<file path="config.mk">
export PLATFORM = sky130hd
export DESIGN_NAME = microsequencer_param_flat
export DESIGN_NICKNAME = d
export VERILOG_FILES = /design/src/rtl/microsequencer_param_pkg.sv /design/src/rtl/microsequencer_param_if.sv /design/src/rtl/microsequencer_param_ret_stack.sv /design/src/rtl/microsequencer_param.sv /design/src/flat_wrapper.sv
export SDC_FILE = /design/constraint.sdc
export NUM_CORES = 1
export LEC_CHECK = 0
export ABC_CLOCK_PERIOD_IN_PS = 4050
export CORE_MARGIN = 3
export CORE_UTILIZATION = 35
export CTS_CLUSTER_DIAMETER = 60
export CTS_CLUSTER_SIZE = 25
export DETAILED_ROUTE_END_ITERATION = 8
export PLACE_DENSITY = 0.63
export SLEW_MARGIN = 20
export SYNTH_ARGS = -nofsm -noshare
export SYNTH_HDL_FRONTEND = slang
export SYNTH_SLANG_ARGS = --single-unit
</file>
<file path="constraint.sdc">
create_clock -name Clk -period 4.05 [get_ports Clk]
set_clock_uncertainty 0.05 [all_clocks]
set_input_delay 1.0125 -clock Clk [delete_from_list [all_inputs] [get_ports Clk]]
set_output_delay 1.0125 -clock Clk [all_outputs]
set_load 0.005 [all_outputs]
</file>
<file path="src/rtl/microsequencer_param_pkg.sv">
// Shared sequencing-op encodings and helpers for the microprogram sequencer.
package useq_pkg;

  typedef logic [2:0] uop_t;

  localparam uop_t UOP_DEC  = 3'b000;
  localparam uop_t UOP_INC  = 3'b001;
  localparam uop_t UOP_JMP  = 3'b010;
  localparam uop_t UOP_CJMP = 3'b011;
  localparam uop_t UOP_CDEC = 3'b100;
  localparam uop_t UOP_CALL = 3'b101;
  localparam uop_t UOP_RET  = 3'b110;
  localparam uop_t UOP_WAIT = 3'b111;

  // Width of the condition-select field; a single condition still needs one bit.
  function automatic int csw_of(input int ncond);
    return (ncond <= 1) ? 1 : $clog2(ncond);
  endfunction

endpackage

</file>
<file path="src/rtl/microsequencer_param_if.sv">
// Microword sequencing fields in, current/next microaddress out.
interface microsequencer_param_if #(
   parameter int AW    = 7,
   parameter int NCOND = 4
);
   import useq_pkg::*;
   localparam int CSW = csw_of(NCOND);

   uop_t             uop;
   logic [CSW-1:0]   cond_sel;
   logic             cond_inv;
   logic [AW-1:0]    cr;
   logic [AW-1:0]    dec_addr;
   logic [NCOND-1:0] cond_in;
   logic [AW-1:0]    upc;
   logic [AW-1:0]    next_upc;

   // No handshake: the microword is consumed every unstalled cycle.
   modport master (output uop, cond_sel, cond_inv, cr, dec_addr, cond_in,
                   input  upc, next_upc);
   modport slave  (input  uop, cond_sel, cond_inv, cr, dec_addr, cond_in,
                   output upc, next_upc);
endinterface

</file>
<file path="src/rtl/microsequencer_param_ret_stack.sv">
// Return-address stack for CALL/RET; illegal push (full) or pop (empty) is ignored.
module useq_ret_stack #(
   parameter int AW          = 7,
   parameter int STACK_DEPTH = 2
) (
   input  logic                                 Clk,
   input  logic                                 Clr,
   input  logic                                 push,
   input  logic                                 pop,
   input  logic [AW-1:0]                        din,
   output logic [AW-1:0]                        top,
   output logic [$clog2(STACK_DEPTH+1)-1:0]     depth,
   output logic                                 full,
   output logic                                 empty
);
   localparam int DW = $clog2(STACK_DEPTH + 1);
   localparam int IW = (STACK_DEPTH > 1) ? $clog2(STACK_DEPTH) : 1;

   logic [AW-1:0] mem [STACK_DEPTH];
   logic [DW-1:0] depth_m1;

   assign full     = (depth == DW'(STACK_DEPTH));
   assign empty    = (depth == '0);
   assign depth_m1 = depth - DW'(1);
   assign top      = empty ? '0 : mem[depth_m1[IW-1:0]];

   always_ff @(posedge Clk) begin
      if (Clr)
         depth <= '0;
      else if (push && !full)
         depth <= depth + DW'(1);
      else if (pop && !empty)
         depth <= depth_m1;
   end

   // Entries need no reset: only slots below depth are ever read.
   always_ff @(posedge Clk) begin
      if (!Clr && push && !full)
         mem[depth[IW-1:0]] <= din;
   end
endmodule

</file>
<file path="src/rtl/microsequencer_param.sv">
// Microprogram sequencer: next-address mux, condition select, upc and stack error flag.
// Optional breakpoint logic is built when USEQ_BREAKPOINT_EN is defined.
module microsequencer_param
   import useq_pkg::*;
#(
   parameter int          AW          = 7,
   parameter int          NCOND       = 4,
   parameter int          STACK_DEPTH = 2,
   parameter int unsigned RESET_ADDR  = 1
) (
   input  logic                             Clk,
   input  logic                             Clr,
   input  logic                             stall,
`ifdef USEQ_BREAKPOINT_EN
   input  logic                             bp_en,
   input  logic [AW-1:0]                    bp_addr,
   input  logic                             resume,
   output logic                             bp_hit,
`endif
   output logic [$clog2(STACK_DEPTH+1)-1:0] stk_depth,
   output logic                             stk_err,
   microsequencer_param_if.slave            bus
);
   logic [AW-1:0] upc_q;
   logic [AW-1:0] inc;
   logic [AW-1:0] nxt;
   logic [AW-1:0] stk_top;
   logic          c;
   logic          hold;
   logic          is_call;
   logic          is_ret;
   logic          full;
   logic          empty;

   // Out-of-range selects read as a constant 0 before inversion.
   assign c   = ((int'(bus.cond_sel) < NCOND) ? bus.cond_in[bus.cond_sel] : 1'b0) ^ bus.cond_inv;
   assign inc = upc_q + AW'(1);

   always_comb begin
      nxt = inc;
      case (bus.uop)
         UOP_DEC:  nxt = bus.dec_addr;
         UOP_INC:  nxt = inc;
         UOP_JMP:  nxt = bus.cr;
         UOP_CJMP: nxt = c ? bus.cr : inc;
         UOP_CDEC: nxt = c ? bus.dec_addr : inc;
         UOP_CALL: nxt = bus.cr;
         UOP_RET:  nxt = empty ? AW'(RESET_ADDR) : stk_top;
         UOP_WAIT: nxt = c ? inc : upc_q;
         default:  nxt = inc;
      endcase
   end

`ifdef USEQ_BREAKPOINT_EN
   logic bp_hit_q;
   logic bp_armed;

   // resume lets this cycle's advance through even though bp_hit is still set.
   assign hold   = stall | (bp_hit_q & ~resume);
   assign bp_hit = bp_hit_q;

   always_ff @(posedge Clk) begin
      if (Clr) begin
         bp_hit_q <= 1'b0;
         bp_armed <= 1'b1;
      end else begin
         if (bp_hit_q)
            bp_hit_q <= ~resume;
         else if (bp_en && bp_armed && (upc_q == bp_addr))
            bp_hit_q <= 1'b1;
         // After a resume the breakpoint stays disarmed until upc moves off it.
         if (bp_hit_q && resume)
            bp_armed <= 1'b0;
         else if (upc_q != bp_addr)
            bp_armed <= 1'b1;
      end
   end
`else
   assign hold = stall;
`endif

   assign is_call = (bus.uop == UOP_CALL);
   assign is_ret  = (bus.uop == UOP_RET);

   useq_ret_stack #(.AW(AW), .STACK_DEPTH(STACK_DEPTH)) u_stack (
      .Clk   (Clk),
      .Clr   (Clr),
      .push  (is_call && !hold),
      .pop   (is_ret && !hold),
      .din   (inc),
      .top   (stk_top),
      .depth (stk_depth),
      .full  (full),
      .empty (empty)
   );

   always_ff @(posedge Clk) begin
      if (Clr) begin
         upc_q   <= AW'(RESET_ADDR);
         stk_err <= 1'b0;
      end else if (!hold) begin
         upc_q <= nxt;
         if ((is_call && full) || (is_ret && empty))
            stk_err <= 1'b1;
      end
   end

   assign bus.upc      = upc_q;
   assign bus.next_upc = nxt;
endmodule
</file>
<file path="src/flat_wrapper.sv">
// flat-port wrapper written by rule: the top's interface ports become plain ports
module microsequencer_param_flat import useq_pkg::*;
#(
   parameter int          AW          = 7,
   parameter int          NCOND       = 4,
   parameter int          STACK_DEPTH = 2,
   parameter int unsigned RESET_ADDR  = 1
)
  (Clk, Clr, stall, stk_depth, stk_err, bus_uop, bus_cond_sel, bus_cond_inv, bus_cr, bus_dec_addr, bus_cond_in, bus_upc, bus_next_upc);
  microsequencer_param_if #(.AW(AW), .NCOND(NCOND)) bus_i ();
  input  logic Clk;
  input  logic Clr;
  input  logic stall;
  output logic [$clog2(STACK_DEPTH+1)-1:0] stk_depth;
  output logic stk_err;
  input wire logic [$bits(bus_i.uop)-1:0] bus_uop;
  input wire logic [$bits(bus_i.cond_sel)-1:0] bus_cond_sel;
  input wire logic [$bits(bus_i.cond_inv)-1:0] bus_cond_inv;
  input wire logic [$bits(bus_i.cr)-1:0] bus_cr;
  input wire logic [$bits(bus_i.dec_addr)-1:0] bus_dec_addr;
  input wire logic [$bits(bus_i.cond_in)-1:0] bus_cond_in;
  output wire logic [$bits(bus_i.upc)-1:0] bus_upc;
  output wire logic [$bits(bus_i.next_upc)-1:0] bus_next_upc;
  assign bus_i.uop = bus_uop;
  assign bus_i.cond_sel = bus_cond_sel;
  assign bus_i.cond_inv = bus_cond_inv;
  assign bus_i.cr = bus_cr;
  assign bus_i.dec_addr = bus_dec_addr;
  assign bus_i.cond_in = bus_cond_in;
  assign bus_upc = bus_i.upc;
  assign bus_next_upc = bus_i.next_upc;
  microsequencer_param #(.AW(AW), .NCOND(NCOND), .STACK_DEPTH(STACK_DEPTH), .RESET_ADDR(RESET_ADDR)) u_core (.Clk(Clk), .Clr(Clr), .stall(stall), .stk_depth(stk_depth), .stk_err(stk_err), .bus(bus_i));
endmodule
</file>
==> impl_metrics.yaml, run 1 <==
outcome:
  outcome: "finished clean"
sta:
  setup_ws_ns: 0.0495
  relSlewSlack: 0.597
  setup_violations: 0
  period_share: 0.988
  max_freq_mhz: 250
  rsz0062_at_grt: "no"
  tightest_slew_ns: 0.603
  fin_hold_ws_ns: 0.444
  hold_viol_final: 0
  setup_tns_ns: 0
  drv_slew: 0
  period_needed_ns: 4.00
grt:
  antenna_found_initial: 0
  grt_max_degree: 15
  use_met2: 0.318
  grt-busiest-layer: "met2"
  grt_util_met3: 0.0165
  grt_util_met1: 0.230
  first_global_vias: 1712
  track_usage: 0.177
  grt_pass1_wl_mm: 8.35
  globalRouteOverflowTotal: 0
place:
  place_congestion: 0.827
  place.detailed.hpwl_mm: 3.92
  preCtsSetupSlack_ns: -0.626
  dpl_cell_area_sq_um: 2500
  portBuffers: 43
routing:
  dr.pass1.iters: 4
  routed_wl_mm: 5.13
  first_iter_violations: 79
  viasPerCell: 5.13
  remaining_drc_errors: 0
  vias: 1707
  ant_nets: 0
  wire_per_inst_microns: 15.4
yosys:
  yosysTopAreaCellShare: 0.241
  synthArstFlopShare: 0
  yosys_warnings: 0
  syn_nets: 211
  synthDistinctLibCells: 53
  yosysSeqAreaShare: 0.356
  synth_edf_count: 14
  netlist.top_cell.by_area: "edfxtp_1"
  syn_inst: 181
  ys_ff_latch: 24
  synth.avg_cell_area_sq_um: 9.64
  synthesis.area_sq_um: 1750
  ys_top_cells_by_area: "edfxtp_1 (24%), dfxtp_1 (11%), mux2i_1 (5.2%), a221oi_2 (5.2%), nand2_1 (4.7%)"
  ys.flop_type: "edfxtp_1"
final_layout:
  drive_above_1_share: 0.346
  nNetsFinal: 297
  syn2layout_area_growth_pct: 55.1
  n_antenna_cell: 0
  final_cell_mix: "buf_4 (47), clkdlybuf4s50_1 (28), nand2_1 (22)"
  layout_commonest_cell: "buf_4"
  design_area_sq_um: 2710
min_path:
  min_path_type: "register to register"
clocking:
  cts_tree: "done"
  clkTransAtPathRegs_ns: 0.09
  htree_levels: 1
  clkLatencyLatePin_ns: 0.27
  clock_sinks: 24
  cts_root_buffer: "clkbuf_8"
  clk_path_buf_depth: 2
  cts_buffers: 3
worst_setup_path:
  cp.required_ns: 2.99
  worst_ep_arrival_time_ns: 2.94
  crit_fanout: 12
  worst-setup-path-type: "input port to output pin"
  cp-end-kind: "output pin"
  cp-start-kind: "input port"
pwr:
  peakVddDrop_v: 0.000158
  p_total_mw: 0.743
  power_density_nw_per_um2: 275
  p_leak_nw: 1.11
floorplanning:
  die_h_microns: 76.6
  coreArea_sq_um: 4790
  ios: 44
  die_w_microns: 76.6
  die_area_sq_um: 5870
  rows: 25
  initial_core_util: 0.365
flow_run:
  max_cap_violations: 0
## critical path: stages
cell	delay (ns)
clkdlybuf4s50_1	0.47
buf_4	0.18
mux2_2	0.37
a21o_1	0.19
a311oi_2	0.27
o211ai_2	0.16
dlygate4sd2_1	0.28
## state kept, by name (all words and copies together) (netlist names)
signal and count:
u_core.bus.upc 7, u_core.stk_err 1, u_core.u_stack.depth 2, u_core.u_stack.mem 14
## power by group
part / leakage, nW / internal, mW / switching [mW]
registers: 0.211 / 0.269 / 0.0124
clock network: 0.0357 / 0.132 / 0.0804
logic: 0.859 / 0.137 / 0.112
total: 1.11 / 0.538 / 0.205
## cells by family after synthesis
kind of cell / after synthesis / share of synthesized area
DFF: 24 / 0.356
adders and majority gates: 3 / 0.0215
AOI/OAI and AO/OA: 47 / 0.265
buffers and inverters: 19 / 0.0502
xor gates and xnor gates: 6 / 0.0301
muxes: 14 / 0.0860
and+or+nand+nor: 68 / 0.192
## stage by stage
stage,utilization,std cells
finish,0.565,333
global route,0.565,333
CTS,0.556,332
detailed placement,0.522,318
global placement,0.522,318
floorplan,-,181
## path summary, 6_finish.rpt
| check | cells past startpoint | slack (ns) | startpoint | endpoint |
|---|---|---|---|---|
| max | 7 | 0.05 | bus_uop[2] | bus_next_upc[2] |
| min | 2 | 0.44 | u_core.stk_err | u_core.stk_err |
| max reg2reg | 7 | 1.69 | u_core.u_stack.depth[0] | u_core.bus.upc[4] |
| min reg2reg | 2 | 0.44 | u_core.stk_err | u_core.stk_err |
## routing by layer
layer | routed length, microns | vias to the layer above
met3 | 181 | 4
met5 | 0 | -
met2 | 2610 | 40
met4 | 31 | 0
met1 | 2310 | 810
li1 | - | 853
## cell usage after synthesis, types with 3 or more instances
master    count
nand2_1      22
and3_1        5
a221oi_2      6
edfxtp_1     14
a21oi_1       5
nand3_1       4
mux2_2        4
dfxtp_1      10
ha_1          3
inv_1         8
xor2_1        3
o21ai_0       5
a32o_1        3
mux2i_1       9
nor2_1       18
o21a_1        3
a311oi_2      4
xnor2_1       3
nand2_2       3
clkbuf_1      7
## layout make-up
cell class	instances	area, sq um
clock buffer	3	41.3
tap	67	83.8
clock inverter	1	30.0
timing repair buffer	91	771
fill	409	2080
sequential	24	621
multi-input combinational	139	1130
inverter	8	30.0
## what timing repair did
| item | CTS | global route |
|---|---|---|
| endpoints found under the setup margin | 7 | 7 |
| gates cloned | 1 | 0 |
| gates resized for setup | 35 | 14 |
| setup buffers | 10 | 1 |
| hold buffers | 0 | 0 |
| pin swaps | 13 | 13 |
Note: power is estimated with default switching activity, not from simulation.
==> run 2, diff against run 1 <==
ABC_CLOCK_PERIOD_IN_PS = default   (was 4050)
clock period = 4 ns   (was 4.05 ns; I/O delays follow)
==> run 2 against run 1 <==
Against the previous run: non-clock buffer count rose by 10; flip-flop and latch count did not move; hold slack got worse by 0.011 ns; critical path depth rose by 1; wire length rose by 0.37%; sequential share of layout area fell by 0.34 points; highest routed layer unchanged; largest power group unchanged.
==> impl_metrics.yaml, run 2 (synthesized netlist as in run 1, its figures left out) <==
routing:
  first_iter_violations: 78
  viasPerCell: 5.07
  ant_nets: 0
  wire_per_inst_microns: 15.0
  vias: 1738
  routed_wl_mm: 5.15
  dr.pass1.iters: 5
  remaining_drc_errors: 0
clocking:
  hold_buffers: 0
  cts_root_buffer: "clkbuf_8"
  clock_sinks: 24
  clk_path_buf_depth: 2
  clkLatencyLatePin_ns: 0.27
  htree_levels: 1
  cts_tree: "done"
  cts_buffers: 3
  clkTransAtPathRegs_ns: 0.08
final_layout:
  drive_above_1_share: 0.373
  layout_commonest_cell: "buf_4"
  final_cell_mix: "buf_4 (57), clkdlybuf4s50_1 (29), nand2_1 (22)"
  fin_cells: 343
  largest_reg_flops: 14
  n_antenna_cell: 0
  design_area_sq_um: 2750
  nNetsFinal: 307
  syn2layout_area_growth_pct: 57.4
floorplanning:
  die_h_microns: 76.6
  die_w_microns: 76.6
  coreArea_sq_um: 4790
  die_area_sq_um: 5870
  rows: 25
  initial_core_util: 0.365
  ios: 44
grt:
  first_global_vias: 1683
  track_usage: 0.181
  grt_pass1_wl_mm: 8.34
  grt_max_degree: 15
  antenna_found_initial: 0
  globalRouteOverflowTotal: 0
sta:
  tightest_slew_ns: 0.589
  setup_violations: 0
  max_freq_mhz: 254
  drv_slew: 0
  period_share: 0.983
  period_needed_ns: 3.93
  hold_viol_final: 0
  relSlewSlack: 0.606
outcome:
  outcome: "finished clean"
worst_setup_path:
  cp-start-kind: "input port"
  critical_path.max_stage_delay_ns: 0.47
  worst-setup-path-type: "input port to output pin"
  path_cells: "clkdlybuf4s50_1, or3b_4, mux2i_4, nor4_4, a221o_1, a221oi_2, nand2_1, buf_2"
  cp_slowest_cell: "clkdlybuf4s50_1"
  cp_top_family: "buffers and inverters"
  cp-end-kind: "output pin"
  crit_fanout: 2
  cp.buffers_inverters: 2
  cp.required_ns: 2.95
  worst_ep_arrival_time_ns: 2.88
pwr:
  switching_share: 0.273
  peakVddDrop_v: 0.000176
  power_density_nw_per_um2: 276
  pwr-share-comb: 0.347
  p_leak_nw: 1.14
  p_clk_frac: 0.280
  p_seq_frac: 0.373
  power.internal_mw: 0.552
  p_sw_mw: 0.207
min_path:
  min_path_type: "register to register"
place:
  placed_cells: 320
  place.detailed.hpwl_mm: 3.79
  place_congestion: 0.819
  portBuffers: 43
  dpl_cell_area_sq_um: 2510
flow_run:
  max_cap_violations: 0
## run 2: routing by layer
| layer | track usage | up-vias | routed length [microns] |
|---|---|---|---|
| li1 | - | 874 | - |
| met1 | 0.228 | 807 | 2220 |
| met3 | 0.0201 | 6 | 244 |
| met2 | 0.321 | 51 | 2590 |
| met5 | 0 | - | 0 |
| met4 | 0.0616 | 0 | 87 |
## run 2: layout make-up
| class | count | area (sq um) |
|---|---|---|
| Multi-Input combinational cell | 139 | 1110 |
| Inverter | 8 | 30.0 |
| Clock inverter | 1 | 30.0 |
| Sequential cell | 24 | 621 |
| Timing Repair Buffer | 101 | 830 |
| Fill cell | 429 | 2040 |
| Clock buffer | 3 | 41.3 |
| Tap cell | 67 | 83.8 |
## run 2: worst paths after layout
check                         start                 to  slack [ns]  cells past startpoint
hold reg to reg      u_core.stk_err     u_core.stk_err        0.43                      2
hold / removal       u_core.stk_err     u_core.stk_err        0.43                      2
setup / recovery         bus_uop[2]    bus_next_upc[1]        0.07                      8
setup reg to reg  u_core.bus.upc[1]  u_core.bus.upc[4]        1.75                      7
## run 2: per-stage QoR
step	hold WS, ns	util	TNS (ns)	setup WS, ns	power (mW)
CTS	0.446	0.564	0	0.0200	0.751
finish	0.433	0.574	0	0.0671	0.759
detailed placement	0.426	0.525	-4.16	-0.640	0.527
floorplan	0.411	-	0	0.377	0.402
global route	0.508	0.574	-0.0126	-0.0126	0.795
global placement	0.413	0.525	-3.83	-0.588	0.525
## run 2: power groups by stage
stage	logic [mW]	registers, mW	clock network, mW
floorplan	0.115	0.287	0
global route	0.284	0.284	0.227
detailed placement	0.238	0.288	0
global placement	0.237	0.288	0
finish	0.264	0.283	0.212
CTS	0.254	0.283	0.215
## run 2: repair_timing
| item | 4_1_cts | 5_1_grt |
|---|---|---|
| gates cloned | 1 | 0 |
| setup buffers | 18 | 1 |
| endpoints found under the setup margin | 7 | 7 |
| pin swaps | 20 | 5 |
| resized for setup | 39 | 11 |
## run 2: worst register-to-register path: stages, from the launching register on
cell and delay, ns:
dfxtp_1 0.43, ha_1 0.27, and3_1 0.21, xor2_1 0.49
nand2_1 0.12, o21ai_0 0.20, a41oi_1 0.09, a311oi_1 0.30
